File: src/rtl/fetch_pkg.sv
// Shared state type, opcode constant and halfword helpers for the instruction fetch unit.
package fetch_pkg;

    typedef enum logic [2:0] {
        IDLE,
        REQ_LO,
        REQ_HI,
        DRAIN,
        VALID
    } FetchState;

    localparam logic [1:0] OPC_QUAD_FULL = 2'b11;

    // Picks the halfword of a memory word addressed by byte-address bit 1.
    function automatic logic [15:0] selectHalf(input logic [31:0] word, input logic upper);
        return upper ? word[31:16] : word[15:0];
    endfunction

    function automatic logic isFullWidth(input logic [15:0] half);
        return half[1:0] == OPC_QUAD_FULL;
    endfunction

endpackage

File: src/rtl/fetch_word_buf.sv
// One-word instruction buffer: tag/data/valid storage with lookup and clear.
module fetch_word_buf (
    input  logic        clk,
    input  logic        rst_n,
    input  logic        clear,
    input  logic        wrEn,
    input  logic [29:0] wrTag,
    input  logic [31:0] wrData,
    input  logic [29:0] lookupTag,
    output logic        hit,
    output logic [31:0] rdData
);

    logic        bufValid;
    logic [29:0] bufTag;
    logic [31:0] bufData;

    // A clear wins over a simultaneous write so fence.i never leaves a live entry behind.
    always_ff @(posedge clk or negedge rst_n) begin
        if (!rst_n) begin
            bufValid <= 1'b0;
            bufTag   <= '0;
            bufData  <= '0;
        end else begin
            if (wrEn) begin
                bufTag  <= wrTag;
                bufData <= wrData;
            end
            bufValid <= clear ? 1'b0 : (wrEn | bufValid);
        end
    end

    // A lookup in the same cycle as a clear already sees the buffer as empty.
    assign hit    = bufValid && !clear && (bufTag == lookupTag);
    assign rdData = bufData;

endmodule

File: src/rtl/instr_fetch.sv
// Instruction fetch unit: reassembles 16/32-bit RV32EC instructions from 32-bit memory words.
// Define FETCH_WORD_BUF_EN to add a one-word buffer that skips re-reading the last fetched word.
module instr_fetch
    import fetch_pkg::*;
(
    input  logic        clk,
    input  logic        rst_n,
    input  logic [31:0] FetchAddr,
    input  logic        FetchReq,
    input  logic        InstrReady,
    input  logic        Invalidate,
    output logic [31:0] MemAddr,
    output logic        MemReq,
    input  logic        MemAck,
    input  logic [31:0] MemRData,
    output logic [31:0] Instr,
    output logic        InstrValid,
    output logic        Compressed,
    output logic        FetchFault,
    output logic        FetchBusy
);

    FetchState   state;
    logic [31:1] curAddr;
    logic [31:0] pendAddr;
    logic [15:0] halfLo;

    logic [31:0] startAddr;
    logic        doLaunch;
    logic        bufHit;
    logic [31:0] bufWord;
    logic        bufWrite;
    logic [29:0] bufWrTag;
    logic [15:0] ackHalf;
    logic [15:0] hitHalf;

    FetchState   launchState;
    logic        launchReq;
    logic [31:0] launchMemAddr;
    logic [31:0] launchInstr;
    logic        launchFault;

    // The pending redirect target is used only when draining without a newer request.
    assign startAddr = (state == DRAIN && !FetchReq) ? pendAddr : FetchAddr;

    assign doLaunch = (state == IDLE && FetchReq)
                   || (state == VALID && InstrReady && FetchReq)
                   || (state == DRAIN && MemAck)
                   || ((state == REQ_LO || state == REQ_HI) && MemAck && FetchReq);

    assign bufWrite = MemAck && !FetchReq && (state == REQ_LO || state == REQ_HI);
    assign bufWrTag = (state == REQ_HI) ? curAddr[31:2] + 30'd1 : curAddr[31:2];

`ifdef FETCH_WORD_BUF_EN
    fetch_word_buf wordBuf (
        .clk       (clk),
        .rst_n     (rst_n),
        .clear     (Invalidate),
        .wrEn      (bufWrite),
        .wrTag     (bufWrTag),
        .wrData    (MemRData),
        .lookupTag (startAddr[31:2]),
        .hit       (bufHit),
        .rdData    (bufWord)
    );
`else
    logic unusedBufInputs;
    assign unusedBufInputs = ^{Invalidate, bufWrite, bufWrTag};
    assign bufHit  = 1'b0;
    assign bufWord = '0;
`endif

    assign ackHalf = selectHalf(MemRData, curAddr[1]);
    assign hitHalf = selectHalf(bufWord, startAddr[1]);

    // Outcome of accepting a fetch, shared by idle, back-to-back and post-drain starts.
    always_comb begin
        launchState   = REQ_LO;
        launchReq     = 1'b1;
        launchMemAddr = {startAddr[31:2], 2'b00};
        launchInstr   = '0;
        launchFault   = 1'b0;
        if (startAddr[0]) begin
            launchState = VALID;
            launchReq   = 1'b0;
            launchFault = 1'b1;
        end else if (bufHit) begin
            if (!isFullWidth(hitHalf)) begin
                launchState = VALID;
                launchReq   = 1'b0;
                launchInstr = {16'h0, hitHalf};
            end else if (!startAddr[1]) begin
                launchState = VALID;
                launchReq   = 1'b0;
                launchInstr = bufWord;
            end else begin
                launchState   = REQ_HI;
                launchMemAddr = {startAddr[31:2] + 30'd1, 2'b00};
            end
        end
    end

    always_ff @(posedge clk or negedge rst_n) begin
        if (!rst_n) begin
            state      <= IDLE;
            curAddr    <= '0;
            pendAddr   <= '0;
            halfLo     <= '0;
            MemReq     <= 1'b0;
            MemAddr    <= '0;
            Instr      <= '0;
            InstrValid <= 1'b0;
            Compressed <= 1'b0;
            FetchFault <= 1'b0;
        end else if (doLaunch) begin
            state      <= launchState;
            curAddr    <= startAddr[31:1];
            halfLo     <= hitHalf;
            MemReq     <= launchReq;
            if (launchReq) begin
                MemAddr <= launchMemAddr;
            end
            Instr      <= launchInstr;
            InstrValid <= (launchState == VALID);
            Compressed <= (launchState == VALID) && !launchFault && !isFullWidth(launchInstr[15:0]);
            FetchFault <= launchFault;
        end else begin
            case (state)
                REQ_LO: begin
                    if (MemAck) begin
                        if (!isFullWidth(ackHalf)) begin
                            state      <= VALID;
                            MemReq     <= 1'b0;
                            Instr      <= {16'h0, ackHalf};
                            InstrValid <= 1'b1;
                            Compressed <= 1'b1;
                            FetchFault <= 1'b0;
                        end else if (!curAddr[1]) begin
                            state      <= VALID;
                            MemReq     <= 1'b0;
                            Instr      <= MemRData;
                            InstrValid <= 1'b1;
                            Compressed <= 1'b0;
                            FetchFault <= 1'b0;
                        end else begin
                            state   <= REQ_HI;
                            halfLo  <= ackHalf;
                            MemAddr <= {curAddr[31:2] + 30'd1, 2'b00};
                        end
                    end else if (FetchReq) begin
                        pendAddr <= FetchAddr;
                        state    <= DRAIN;
                    end
                end
                REQ_HI: begin
                    if (MemAck) begin
                        state      <= VALID;
                        MemReq     <= 1'b0;
                        Instr      <= {MemRData[15:0], halfLo};
                        InstrValid <= 1'b1;
                        Compressed <= 1'b0;
                        FetchFault <= 1'b0;
                    end else if (FetchReq) begin
                        pendAddr <= FetchAddr;
                        state    <= DRAIN;
                    end
                end
                DRAIN: begin
                    if (FetchReq) begin
                        pendAddr <= FetchAddr;
                    end
                end
                VALID: begin
                    if (InstrReady) begin
                        state      <= IDLE;
                        InstrValid <= 1'b0;
                    end
                end
                IDLE: begin
                end
                default: begin
                    state <= IDLE;
                end
            endcase
        end
    end

    assign FetchBusy = (state != IDLE);

endmodule

File: config.mk
export PLATFORM = sky130hd
export DESIGN_NAME = instr_fetch
export DESIGN_NICKNAME = d
export VERILOG_FILES = /design/src/rtl/fetch_pkg.sv /design/src/rtl/fetch_word_buf.sv /design/src/rtl/instr_fetch.sv
export SDC_FILE = /design/constraint.sdc
export NUM_CORES = 1
export LEC_CHECK = 0
export ABC_CLOCK_PERIOD_IN_PS = 2300
export CAP_MARGIN = 20
export CORE_UTILIZATION = 35
export DETAILED_ROUTE_END_ITERATION = 6
export MAX_ROUTING_LAYER = met4
export PLACE_DENSITY = 0.67
export SLEW_MARGIN = 25
export SYNTH_ARGS = -nofsm -noshare
export SYNTH_HDL_FRONTEND = slang
export SYNTH_SLANG_ARGS = --single-unit
export TNS_END_PERCENT = 30
File: constraint.sdc
create_clock -name clk -period 2.3 [get_ports clk]
set_input_delay 0.345 -clock clk [delete_from_list [all_inputs] [get_ports clk]]
set_output_delay 0.345 -clock clk [all_outputs]
set_load 0.1 [all_outputs]
# Word level (Yosys, flattened, before mapping)
# Cells that the tools add are included.
# totals
register_bits,150
in_bits,70
output_inout_bits,69
wordCells,107
# classes
n_addsub,1
n_eq_ne,13
muxes,51
n_bitwise,1
n_reduce_logical,31
# ops
op,count
$mux W32,14
$pmux W32 S2,2
$mux W16,6
$add A30 B1 Y30 const B,1
$mux W3,8
$mux W1,17
$pmux W3 S4,1
$reduce_and A5 Y1,2
$reduce_bool A2 Y1,5
$ne A3 B3 Y1 const B,3
$logic_and A1 B1 Y1,8
$reduce_and A4 Y1,2
$eq A3 B2 Y1 const B,2
$eq A3 B3 Y1 const B,2
$reduce_bool A3 Y1,2
$logic_or A1 B1 Y1,4
$ne A2 B2 Y1 const B,2
$ne A4 B4 Y1 const B,1
$pmux W1 S2,2
$reduce_bool A4 Y1,1
$reduce_or A2 Y1,2
$eq A3 B1 Y1 const B,1
$logic_not A3 Y1,1
$pmux W1 S3,1
6 further kinds,7

# Depth between registers and ports, before layout
# Gate-level depths: netlist of run 1.
# depth
word_depth,8
depth_mapped,8
depth_no_buf,6

# Worst setup path after synthesis of run 1
# No wires, ideal clock.
# synth_timing
kind,register to register
from,register state[1]
to,register MemAddr[31]
setup_ns,0.104
t_arrival_ns,1.644
t_required_ns,2.196
slack_ns,0.552
path_stages_with_launch,8
path_buffers,2
period_less_slack_ns,1.748
path_cell_list,dfrtp_1 -> buf_2 -> and2b_1 -> nor3b_4 -> and2_1 -> buf_4 -> nor3_1 -> a221oi_1
# synth_via
elab_chain_len,8
# synth_lines
element,line,source
"start, declared",instr_fetch.sv:23,FetchState state;
"start signal, assigned",instr_fetch.sv:116,state <= launchState;
$eq A3 B3 Y1,instr_fetch.sv:47,|| (state == VALID && InstrReady && FetchReq)
$logic_and A1 B1 Y1 (2 in a row),instr_fetch.sv:47,
$logic_or A1 B1 Y1,instr_fetch.sv:47,
$logic_or A1 B1 Y1,instr_fetch.sv:48,|| (state == DRAIN && MemAck)
$logic_or A1 B1 Y1,instr_fetch.sv:49,|| ((state == REQ_LO || state == REQ_HI) && MemAck && FetchReq);
$ne A2 B2 Y1 (no line) / $reduce_bool A2 Y1 (equally long branches),--,
$reduce_and A5 Y1 (no line),--,
"end signal, assigned",instr_fetch.sv:121,MemAddr <= launchMemAddr;
"end signal, assigned",instr_fetch.sv:148,"MemAddr <= {curAddr[31:2] + 30'd1, 2'b00};"
"end, declared",instr_fetch.sv:12,"output logic [31:0] MemAddr,"
# Parallel ways exist; a longest one is shown, timed or not. The select of a mux whose other input is x is not followed.
# A chain may end at the register's enable or synchronous reset.

# Final worst setup path of run 1
# layout_timing
from,register state[0]
to,register Instr[10]
# layout_via
elab_chain_len,8
# layout_lines
element,line,source
$eq A3 B3 Y1,instr_fetch.sv:47,
$logic_and A1 B1 Y1 (2 in a row),instr_fetch.sv:47,
$logic_or A1 B1 Y1,instr_fetch.sv:47,
$logic_or A1 B1 Y1,instr_fetch.sv:48,
$logic_or A1 B1 Y1,instr_fetch.sv:49,
$ne A4 B4 Y1 (no line) (tied with other cells),--,
$reduce_and A4 Y1 (no line),--,
"end signal, assigned",instr_fetch.sv:123,Instr <= launchInstr;
"end signal, assigned",instr_fetch.sv:134,"Instr <= {16'h0, ackHalf};"
"end signal, assigned",instr_fetch.sv:141,Instr <= MemRData;
"end, declared",instr_fetch.sv:16,"output logic [31:0] Instr,"
# Parallel ways exist; a longest one is shown, timed or not.

==> results of run 1 <==
sequential cells by signal (all words and copies together) (netlist names), 3 cells and up:
signal / flops
Instr: 32
MemAddr: 30
curAddr: 31
halfLo: 16
pendAddr: 32
state: 3
through the flow:
stage / utilization [%] / hold WS [ps] / setup TNS, ps
floorplan: - / 49.4 / 0
global placement: 44.5 / 369 / -1310
detailed placement: 44.5 / 368 / -910
CTS: 47.2 / 483 / 0
global route: 47.2 / 502 / 0
finish: 47.2 / 472 / 0
placed cells by master (no fill, tap or decap), drive strengths merged, types with 3 or more instances in the layout:
cell,n
dfrtp,148
nand4,14
buf,125
nor2,52
clkbuf,21
nand3,36
a2bb2oi,3
o21ai,43
nor2b,3
and3,3
xnor2,6
clkinv,4
nand2,99
o21a,21
a22oi,16
mux2i,40
inv,9
nand2b,3
a211oi,16
clkdlybuf4s50,67
a21o,18
a31oi,5
mux2,32
clkinvlp,3
a21oi,22
a221oi,3
nor3,14
nor4,6
o31ai,19
a2111oi,14
and4,4
xor2,16
area by class of cell:
| class | count | area (µm²) | share of cell area (%) |
|---|---|---|---|
| sequential | 148 | 3700 | 37.2 |
| multi-input combinational | 535 | 3530 | 35.5 |
| timing repair buffer | 193 | 1770 | 17.8 |
| clock buffer | 21 | 460 | 4.62 |
| tap | 275 | 344 | 3.46 |
| clock inverter | 9 | 106 | 1.07 |
| inverter | 9 | 33.8 | 0.339 |
| antenna | 1 | 2.50 | 0.0251 |
final timing paths:
path | from | slack (ps) | endpoint
setup reg to reg | state[0] | 170 | Instr[10]
hold reg to reg | Instr[31] | 480 | Instr[31]
hold / removal | rst_n | 470 | Instr[24]
setup / recovery | state[0] | 170 | Instr[10]
min in group clk | Instr[31] | 480 | Instr[31]
max in group asynchronous | rst_n | 1180 | Instr[12]
cell families (layout without fill, tap and decap cells):
group | Yosys count | in the layout | synth area share (%)
flip-flops | 148 | 148 | 49.1
XOR/XNOR | 22 | 22 | 2.56
adder cells (fa/ha/maj) | 1 | 1 | 0.166
multiplexers | 72 | 72 | 10.3
other | 1 | 3 | 0.0497
AND/OR/NAND/NOR | 244 | 244 | 15.4
AO/OA/AOI/OAI | 194 | 194 | 18.0
buffers and inverters | 65 | 232 | 4.40
per-layer routing:
| metal | GRT usage (%) | wire, µm | vias to the layer above | part of all wire, % |
|---|---|---|---|---|
| li1 | - | - | 3042 | - |
| met1 | 28.6 | 10000 | 3064 | 48 |
| met2 | 29.5 | 9680 | 150 | 47 |
| met3 | 3.18 | 808 | 15 | 3.9 |
| met4 | 5.10 | 160 | 0 | 0.77 |
| met5 | - | 0 | - | 0 |
synth_stat cells, types with 3 or more instances:
cell       count  area (µm²)
dfrtp_1      148        3700
nand2_1       99         372
nor2_1        51         191
mux2i_1       38         380
o21ai_0       36         180
nand3_1       35         175
mux2_2        32         360
a21oi_1       21         105
buf_2         21         105
o21a_1        21         158
o31ai_1       19         143
a21o_1        18         135
a211oi_1      16         120
a22oi_1       16         120
clkbuf_1      16        60.1
xor2_1        16         140
a2111oi_0     14         123
nand4_1       13        81.3
nor3_1        13        65.1
buf_4         12        90.1
inv_1          8        30.0
o21ai_1        7        35.0
xnor2_1        6        52.6
a31oi_1        5        31.3
and4_1         4        35.0
buf_1          4        15.0
nor4_1         4        25.0
and3_1         3        18.8
nand2b_1       3        18.8
nor2b_1        3        18.8
worst reg2reg max path: stages (launching register included):
cell and delay [ps]:
dfrtp_1 450, buf_4 190, nand4bb_1 280, o211ai_4 170, a2bb2oi_4 100, buf_12 160
a2111oi_0 440, buf_4 190, a21o_1 70
repair_timing:
item	4_1_cts	5_1_grt
hold endpoints to repair	54	0
hold buffers	1	0
buffers inserted	0	0
power groups by stage:
stage | registers [mW] | clock network, mW | logic, mW
after floorplan | 7.96 | 0 | 3.04
after global placement | 4.62 | 0 | 8.63
after detailed placement | 4.65 | 0 | 8.70
after CTS | 4.63 | 2.75 | 8.73
after global routing | 4.79 | 2.85 | 9.20
final | 4.63 | 2.71 | 8.70
==> metrics.md, run 1 <==
| Metric | Value |
|---|---|
| Die area | 22100 µm² |
| Gate power share | 54.2% |
| Crit path max fanout | 15 |
| Worst Max-Slew Pin Slew | 564 ps |
| Tcrit/Tclk final | 92.5% |
| Clock Sinks | 148 |
| Internal | 7.93 mW |
| # fillers | 2003 |
| Tmin final | 2130 ps |
| Largest net degree at the start of global routing | 59 |
| Crit Path Class | flip-flop to flip-flop |
| Synth cell types | 67 |
| DR WL/cell | 17.3 µm |
| Max Slew Vio Count | 0 |
| Post-synth EDFFs | 0 |
| Largest stage delay, worst path | 450 ps |
| Post-Synthesis Cell Area | 7540 µm² |
| DR DRC count | 0 |
| Slowest CP cell | dfrtp_1 |
| RSZ-0062 raised after global routing | false |
| Core area | 21100 µm² |
| Vias | 6271 |
| DRT antenna net count | 0 |
| Sw Share | 50.5% |
| Mapped Cells | 747 |
| Clk pwr share | 16.9% |
| Area Overhead vs Synth | 32.1% |
| TritonRoute pass-1 iters | 5 |
| CTS Buf Count | 17 |
| Synthesis Warnings | 0 |
| Fin nets | 975 |
| Port Buffers | 135 |
| Starting DRT DRC Count | 416 |
| Cell family with most CP delay | compound AO/OA/AOI/OAI gates |
| Sum of buffers and inverters on the critical path | 3 |
| Final hold vios | 0 |
| Row cnt | 53 |
| Critical Path Most Common Cell | buf_4 |
| Ys async rst share | 100% |
| Place WS | -102 ps |
| Worst slew margin | 61.4% |
| Total Routing Usage GR | 20.0% |
| Worst setup margin | 172 ps |
| Clk slew on worst S/H paths | 60 ps |
| PD cells | 1610 nW/µm² |
| Remaining Overflow, GRT | 0 |
| Design Area, Final | 9960 µm² |
| Total power draw | 16.0 mW |
| CP endpoint kind | flip-flop |
| Psw | 8.10 mW |
| Max Clk Rate | 0.470 GHz |
| CP required | 2660 ps |
| Max VDD drop | 0.000825 V |
| Post-synthesis register bit count | 148 |
| Drt via density | 5.27 |
| Top FF cell, synth | dfrtp_1 |
| CP arrival | 2480 ps |
| CTS H-tree lvls | 4 |
| Die Span Y | 149 µm |
| Root buf cell | clkbuf_16 |
| Critical Path Stages | 8 |
| Sequential-to-total area share from yosys stat | 49.1% |
| RePlAce Congestion | 0.861 |
| Setup Skew | 10.8 ps |
| Final Setup Violations | 0 |
| Worst Reg-to-Reg Cells | 8 |
| Post-DP Area | 9380 µm² |
| Flop pwr share | 28.9% |
| P_leak | 4.50 nW |
| DRT Wirelength | 20700 µm |
| Layout cells sized above 1 | 22.3% |
| Starting Density | 35.7% |
| Die Wd | 149 µm |
| Nature of the critical path startpoint | flip-flop |
| Max-cap violation count | 0 |
| Clock latency on the worst-skew pair | 420 ps |
| CTS Buffer Depth | 2 |
| Placed Cells | 1159 |
| # IOs | 139 |
| Hold Crit Class | input port to async pin |
| Initial antenna violation count | 1 |
| First-pass GRT wire length | 33200 µm |
| Syn Area/Cell | 10.1 µm² |
| Status | finished, final reports clean |
| Number of gates resized after cts | 0 |
| CTS tree | yes |
| Layout Cells excl Fill | 1191 |
| Post-DP HPWL | 14800 µm |
| CP Cell Sequence | buf_4 > nand4bb_1 > o211ai_4 > a2bb2oi_4 > buf_12 > a2111oi_0 > buf_4 > a21o_1 |
| Vias in the first global route | 6059 |
Note: power is estimated with default switching activity, not from simulation.
==> run 2: changes to the inputs <==
--- a/config.mk
+++ b/config.mk
@@ -8,9 +8,10 @@
 export ABC_CLOCK_PERIOD_IN_PS = 2300
 export CAP_MARGIN = 20
 export CORE_UTILIZATION = 35
+export CTS_CLUSTER_DIAMETER = 40
 export DETAILED_ROUTE_END_ITERATION = 6
 export MAX_ROUTING_LAYER = met4
-export PLACE_DENSITY = 0.67
+export PLACE_DENSITY_LB_ADDON = 0.08
 export SLEW_MARGIN = 25
 export SYNTH_ARGS = -nofsm -noshare
 export SYNTH_HDL_FRONTEND = slang
==> metrics.md, run 2 (synthesis results as in run 1) <==
| Metric | Value |
|---|---|
| DRT antenna net count | 0 (unchanged) |
| Routed length on met3 | 1020 µm (was 808 µm) |
| Top Layer Used | met4 (unchanged) |
| CP required | 2600 ps (was 2660 ps) |
| Biggest regs | Instr: 32 flops, pendAddr: 32 flops, curAddr: 31 flops (unchanged) |
| Setup TNS | 0 ps (unchanged) |
| RePlAce Congestion | 0.888 (was 0.861) |
| Total Routing Usage GR | 20.1% (was 20.0%) |
| Status | finished, final reports clean (unchanged) |
| Max Slew Vio Count | 0 (unchanged) |
| Clock Sinks | 148 (unchanged) |
| Area Overhead vs Synth | 33.1% (was 32.1%) |
| Starting Density | 35.7% (unchanged) |
| DRT Wirelength | 20900 µm (was 20700 µm) |
| Port Buffers | 135 (unchanged) |
| DR DRC count | 0 (unchanged) |
| Nature of the critical path startpoint | flip-flop (unchanged) |
| Worst Reg-to-Reg Cells | 7 (was 8) |
| RSZ-0062 raised after global routing | false (unchanged) |
| Most frequent cells in the layout | 148 x dfrtp_1, 116 x buf_4, 99 x nand2_1 (was 148 x dfrtp_1, 112 x buf_4, 99 x nand2_1) |
| Max Clk Rate | 0.497 GHz (was 0.470 GHz) |
| P_leak | 4.55 nW (was 4.50 nW) |
| DR WL/cell | 17.5 µm (was 17.3 µm) |
| Max VDD drop | 0.000702 V (was 0.000825 V) |
| Crit path max fanout | 23 (was 15) |
| CTS H-tree lvls | 4 (unchanged) |
| Multi-input combinational cell area | 3530 µm² (unchanged) |
| Core area | 21100 µm² (unchanged) |
| # IOs | 139 (unchanged) |
| Post-CTS setup buffers | 0 (unchanged) |
| CTS Hold Buffers Added | 1 (unchanged) |
| Layout cells sized above 1 | 22.6% (was 22.3%) |
| Die Wd | 149 µm (unchanged) |
| Tcrit/Tclk final | 87.5% (was 92.5%) |
| Final Setup Violations | 0 (unchanged) |
| Clk slew on worst S/H paths | 60 ps (about the same) |
| Post-DP HPWL | 14800 µm (about the same) |
| Row cnt | 53 (unchanged) |
| Remaining Overflow, GRT | 0 (unchanged) |
| TritonRoute pass-1 iters | 5 (unchanged) |
| Hold Crit Class | input port to async pin (unchanged) |
| Max-cap violation count | 0 (unchanged) |
| CTS Buf Count | 17 (unchanged) |
| CP arrival | 2310 ps (was 2480 ps) |
| Setup Skew | 10.9 ps (was 10.8 ps) |
| Commonest non-fill, non-tap cell in the layout | dfrtp_1 (unchanged) |
| Root buf cell | clkbuf_16 (unchanged) |
| Tmin final | 2010 ps (was 2130 ps) |
| Final hold vios | 0 (unchanged) |
| Die area | 22100 µm² (unchanged) |
| Vias in the first global route | 6235 (was 6059) |
| DR WL met2 | 9920 µm (was 9680 µm) |
| Post-DP Area | 9390 µm² (was 9380 µm²) |
| Metal1 wirelength | 9600 µm (was 10000 µm) |
| Final core utilization | 47.6% (was 47.2%) |
| Crit Path Class | flip-flop to flip-flop (unchanged) |
| Largest net degree at the start of global routing | 50 (was 59) |
| Fin nets | 978 (was 975) |
| CP endpoint kind | flip-flop (unchanged) |
| Worst slew margin | 66.4% (was 61.4%) |
| # fillers | 1988 (was 2003) |
| CTS Buffer Depth | 2 (unchanged) |
| Initial antenna violation count | 1 (unchanged) |
| Die Span Y | 149 µm (unchanged) |
| First-pass GRT wire length | 33300 µm (was 33200 µm) |
| Vias | 6277 (was 6271) |
| Worst Hold Slack | 441 ps (was 472 ps) |
| Design Area, Final | 10000 µm² (was 9960 µm²) |
| Starting DRT DRC Count | 320 (was 416) |
| Drt via density | 5.25 (was 5.27) |
| Number of gates resized after cts | 0 (unchanged) |
| Total area of sequential cells | 3700 µm² (unchanged) |
| Clock latency on the worst-skew pair | 420 ps (about the same) |
| CTS tree | yes (unchanged) |
| Worst Max-Slew Pin Slew | 492 ps (was 564 ps) |
| PD cells | 1640 nW/µm² (was 1610 nW/µm²) |
==> run 2: cell types whose count changed in the layout (fill, tap and decap cells not counted), sizes merged <==
cell / before / now
buf: 125 / 128
clkinv: 4 / 3
clkinvlp: 3 / 1
bufinv: 2 / 5
inv: 9 / 12
clkbuf: 21 / 19
==> run 2: path summary, 6_finish.rpt <==
check / startpoint / endpoint / slack [ps]
min: rst_n / MemAddr[17] / 440
max: state[0] / MemAddr[11] / 290
min in group clk: Instr[26] / Instr[26] / 470
max in group asynchronous: rst_n / curAddr[16] / 1150
min reg2reg: Instr[26] / Instr[26] / 470
max reg2reg: state[0] / MemAddr[11] / 290
==> run 2: cell type report <==
cell class / instances / share of cell area [%]
Timing Repair Buffer: 196 / 17.8
Tap cell: 275 / 3.43
Clock inverter: 12 / 2.02
Multi-Input combinational cell: 535 / 35.2
Sequential cell: 148 / 36.9
Clock buffer: 19 / 4.31
Antenna cell: 1 / 0.0249
Inverter: 9 / 0.337
==> run 2: metal layers <==
layer	GRT usage [%]	up-vias
met5	-	-
met4	5.82	0
met3	4.34	23
met2	32.1	156
met1	25.6	3061
li1	-	3037
==> run 2: worst max-delay path: stages, from the launching register on <==
cell	delay, ps
dfrtp_1	520
o21ba_2	310
o211ai_4	210
buf_4	210
buf_4	250
nand3_1	140
o21ai_0	130
o21ai_0	100
==> run 2: stage by stage <==
| stage | cells | setup WS, ps | power (mW) |
|---|---|---|---|
| floorplan | 748 | 552 | 11.0 |
| global placement | 1162 | -21.1 | 13.3 |
| detailed placement | 1162 | -85.3 | 13.4 |
| CTS | 1194 | 274 | 16.6 |
| global route | 1195 | 85.0 | 17.3 |
| finish | 1195 | 288 | 16.4 |
==> run 2: report_power, final <==
part / switching, mW / internal [mW] / leakage (nW)
logic: 6.10 / 2.63 / 2.43
clock network: 1.14 / 1.93 / 0.308
registers: 0.903 / 3.71 / 1.82
total: 8.14 / 8.27 / 4.55
==> run 3: changes to the inputs <==
--- a/config.mk
+++ b/config.mk
@@ -7,7 +7,8 @@
 export LEC_CHECK = 0
 export ABC_CLOCK_PERIOD_IN_PS = 2300
 export CAP_MARGIN = 20
-export CORE_UTILIZATION = 35
+export CORE_MARGIN = 3
+export CORE_UTILIZATION = 40
 export CTS_CLUSTER_DIAMETER = 40
 export DETAILED_ROUTE_END_ITERATION = 6
 export MAX_ROUTING_LAYER = met4
==> metrics.md, run 3 (synthesis results as in run 1) <==
| Metric | Value |
|---|---|
| Status | finished, final reports clean (unchanged) |
| Post-CTS setup buffers | 0 (unchanged) |
| Drt via density | 5.52 (was 5.25) |
| Placed Cells | 1101 (was 1162) |
| Remaining Overflow, GRT | 0 (unchanged) |
| Layout cells sized above 1 | 21.5% (was 22.6%) |
| Max Slew Vio Count | 0 (unchanged) |
| Initial antenna violation count | 0 (was 1) |
| Max Clk Rate | 0.484 GHz (was 0.497 GHz) |
| Total Routing Usage GR | 20.7% (was 20.1%) |
| Ant diodes | 0 (was 1) |
| Die area | 20500 µm² (was 22100 µm²) |
| CTS Buffer Depth | 2 (unchanged) |
| Design Area, Final | 9850 µm² (was 10000 µm²) |
| Setup TNS | 0 ps (unchanged) |
| Post-DP Area | 9240 µm² (was 9390 µm²) |
| Commonest non-fill, non-tap cell in the layout | dfrtp_1 (unchanged) |
| Crit Path Class | flip-flop to flip-flop (unchanged) |
| RSZ-0062 raised after global routing | false (unchanged) |
| DR DRC count | 0 (unchanged) |
| Layout Cells excl Fill | 1134 (was 1195) |
| CTS Buf Count | 17 (unchanged) |
| Max VDD drop | 0.000881 V (was 0.000702 V) |
| Clock latency on the worst-skew pair | 430 ps (was 420 ps) |
| Vias | 6264 (was 6277) |
| Setup Skew | 10.5 ps (was 10.9 ps) |
| Vias in the first global route | 6088 (was 6235) |
| Die Wd | 143 µm (was 149 µm) |
| Die Span Y | 143 µm (was 149 µm) |
| RePlAce Congestion | 0.853 (was 0.888) |
| TritonRoute pass-1 iters | 5 (unchanged) |
| Hold Crit Class | input port to async pin (unchanged) |
| Largest net degree at the start of global routing | 47 (was 50) |
| Clock Sinks | 148 (unchanged) |
| Most frequent cells in the layout | 148 x dfrtp_1, 99 x nand2_1, 99 x buf_4 (was 148 x dfrtp_1, 116 x buf_4, 99 x nand2_1) |
| DRT antenna net count | 0 (unchanged) |
| Largest stage delay, worst path | 540 ps (was 520 ps) |
| Worst setup margin | 233 ps (was 288 ps) |
| CTS tree | yes (unchanged) |
| Max-cap violation count | 0 (unchanged) |
| DR WL/cell | 17.8 µm (was 17.5 µm) |
| Row cnt | 49 (was 53) |
| Final Setup Violations | 0 (unchanged) |
| PD cells | 1630 nW/µm² (was 1640 nW/µm²) |
| Slowest CP cell | a2111oi_0 (was dfrtp_1) |
| CP required | 2660 ps (was 2600 ps) |
| Core area | 18200 µm² (was 21100 µm²) |
| # IOs | 139 (unchanged) |
| Starting DRT DRC Count | 544 (was 320) |
| CTS H-tree lvls | 4 (unchanged) |
| Biggest regs | Instr: 32 flops, pendAddr: 32 flops, curAddr: 31 flops (unchanged) |
| Starting Density | 41.4% (was 35.7%) |
| Area Overhead vs Synth | 30.6% (was 33.1%) |
| Worst slew margin | 60.3% (was 66.4%) |
| P_leak | 4.46 nW (was 4.55 nW) |
| CP endpoint kind | flip-flop (unchanged) |
| Place WS | -81.2 ps (was -85.3 ps) |
| Tmin final | 2070 ps (was 2010 ps) |
| Port Buffers | 135 (unchanged) |
| Nature of the critical path startpoint | flip-flop (unchanged) |
| Fin nets | 963 (was 978) |
| Tcrit/Tclk final | 89.9% (was 87.5%) |
| CP Cell Sequence | o21ba_2 > o211ai_4 > a2bb2oi_4 > buf_12 > a2111oi_0 > a21o_1 (was o21ba_2 > o211ai_4 > buf_4 > buf_4 > nand3_1 > o21ai_0 > o21ai_0) |
| Worst Max-Slew Pin Slew | 581 ps (was 492 ps) |
| Post-DP HPWL | 14300 µm (was 14800 µm) |
| Root buf cell | clkbuf_16 (unchanged) |
| First-pass GRT wire length | 32400 µm (was 33300 µm) |
| Clk slew on worst S/H paths | 60 ps (about the same) |
| CP arrival | 2430 ps (was 2310 ps) |
| Crit path max fanout | 30 (was 23) |
| Final hold vios | 0 (unchanged) |
| DRT Wirelength | 20100 µm (was 20900 µm) |
==> run 3: changes by cell type in the layout (fill, tap and decap cells not counted), sizes merged, moves of 2 or more <==
cell	delta
inv	-2
buf	-15
bufinv	-3
clkbuf	+2
clkinvlp	+3
==> run 3: final timing paths <==
path | start | depth (start not counted) | endpoint | slack, ps
max reg2reg | state[0] | 6 | Instr[9] | 230
min reg2reg | Instr[18] | 2 | Instr[18] | 480
max | state[0] | 6 | Instr[9] | 230
max in group asynchronous | rst_n | 3 | MemAddr[5] | 1240
min | rst_n | 2 | FetchFault | 440
min in group clk | Instr[18] | 2 | Instr[18] | 480
==> run 3: critical path: cells and delay by family (launching register included) <==
| kind | cells | cell delay [ps] |
|---|---|---|
| AOI/OAI and AO/OA | 5 | 1300 |
| DFF | 1 | 520 |
| buffers and inverters | 1 | 170 |
==> run 3: timing repair <==
item                                   in CTS  in global routing
resized for setup                           0                  0
endpoints found under the hold margin      42                  0
hold buffers                                1                  0
==> run 3: routing by layer <==
metal / vias up / routed length (µm) / GRT usage [%]
li1: 3011 / - / -
met1: 3029 / 9370 / 28.3
met5: - / 0 / -
met2: 201 / 9430 / 31.9
met3: 23 / 1070 / 3.62
met4: 0 / 279 / 6.00
==> run 3: per-stage QoR <==
| step | hold WS (ps) | util (%) | power [mW] |
|---|---|---|---|
| finish | 437 | 54.1 | 16.0 |
| global placement | 323 | 50.8 | 13.2 |
| floorplan | 49.4 | - | 11.0 |
| detailed placement | 325 | 50.8 | 13.3 |
| CTS | 439 | 54.1 | 16.1 |
| global route | 475 | 54.1 | 16.9 |
==> run 3: cell type report <==
type,count,area (µm²)
Clock buffer,21,470
Clock inverter,11,126
Fill cell,1574,8360
Inverter,9,33.8
Multi-Input combinational cell,535,3530
Sequential cell,148,3700
Tap cell,229,287
Timing Repair Buffer,181,1700
==> run 3: power breakdown <==
| group | internal [mW] | switching [mW] |
|---|---|---|
| Clock | 1.69 | 1.11 |
| Sequential | 3.72 | 0.932 |
| Combinational | 2.54 | 6.05 |
| Total | 7.94 | 8.10 |
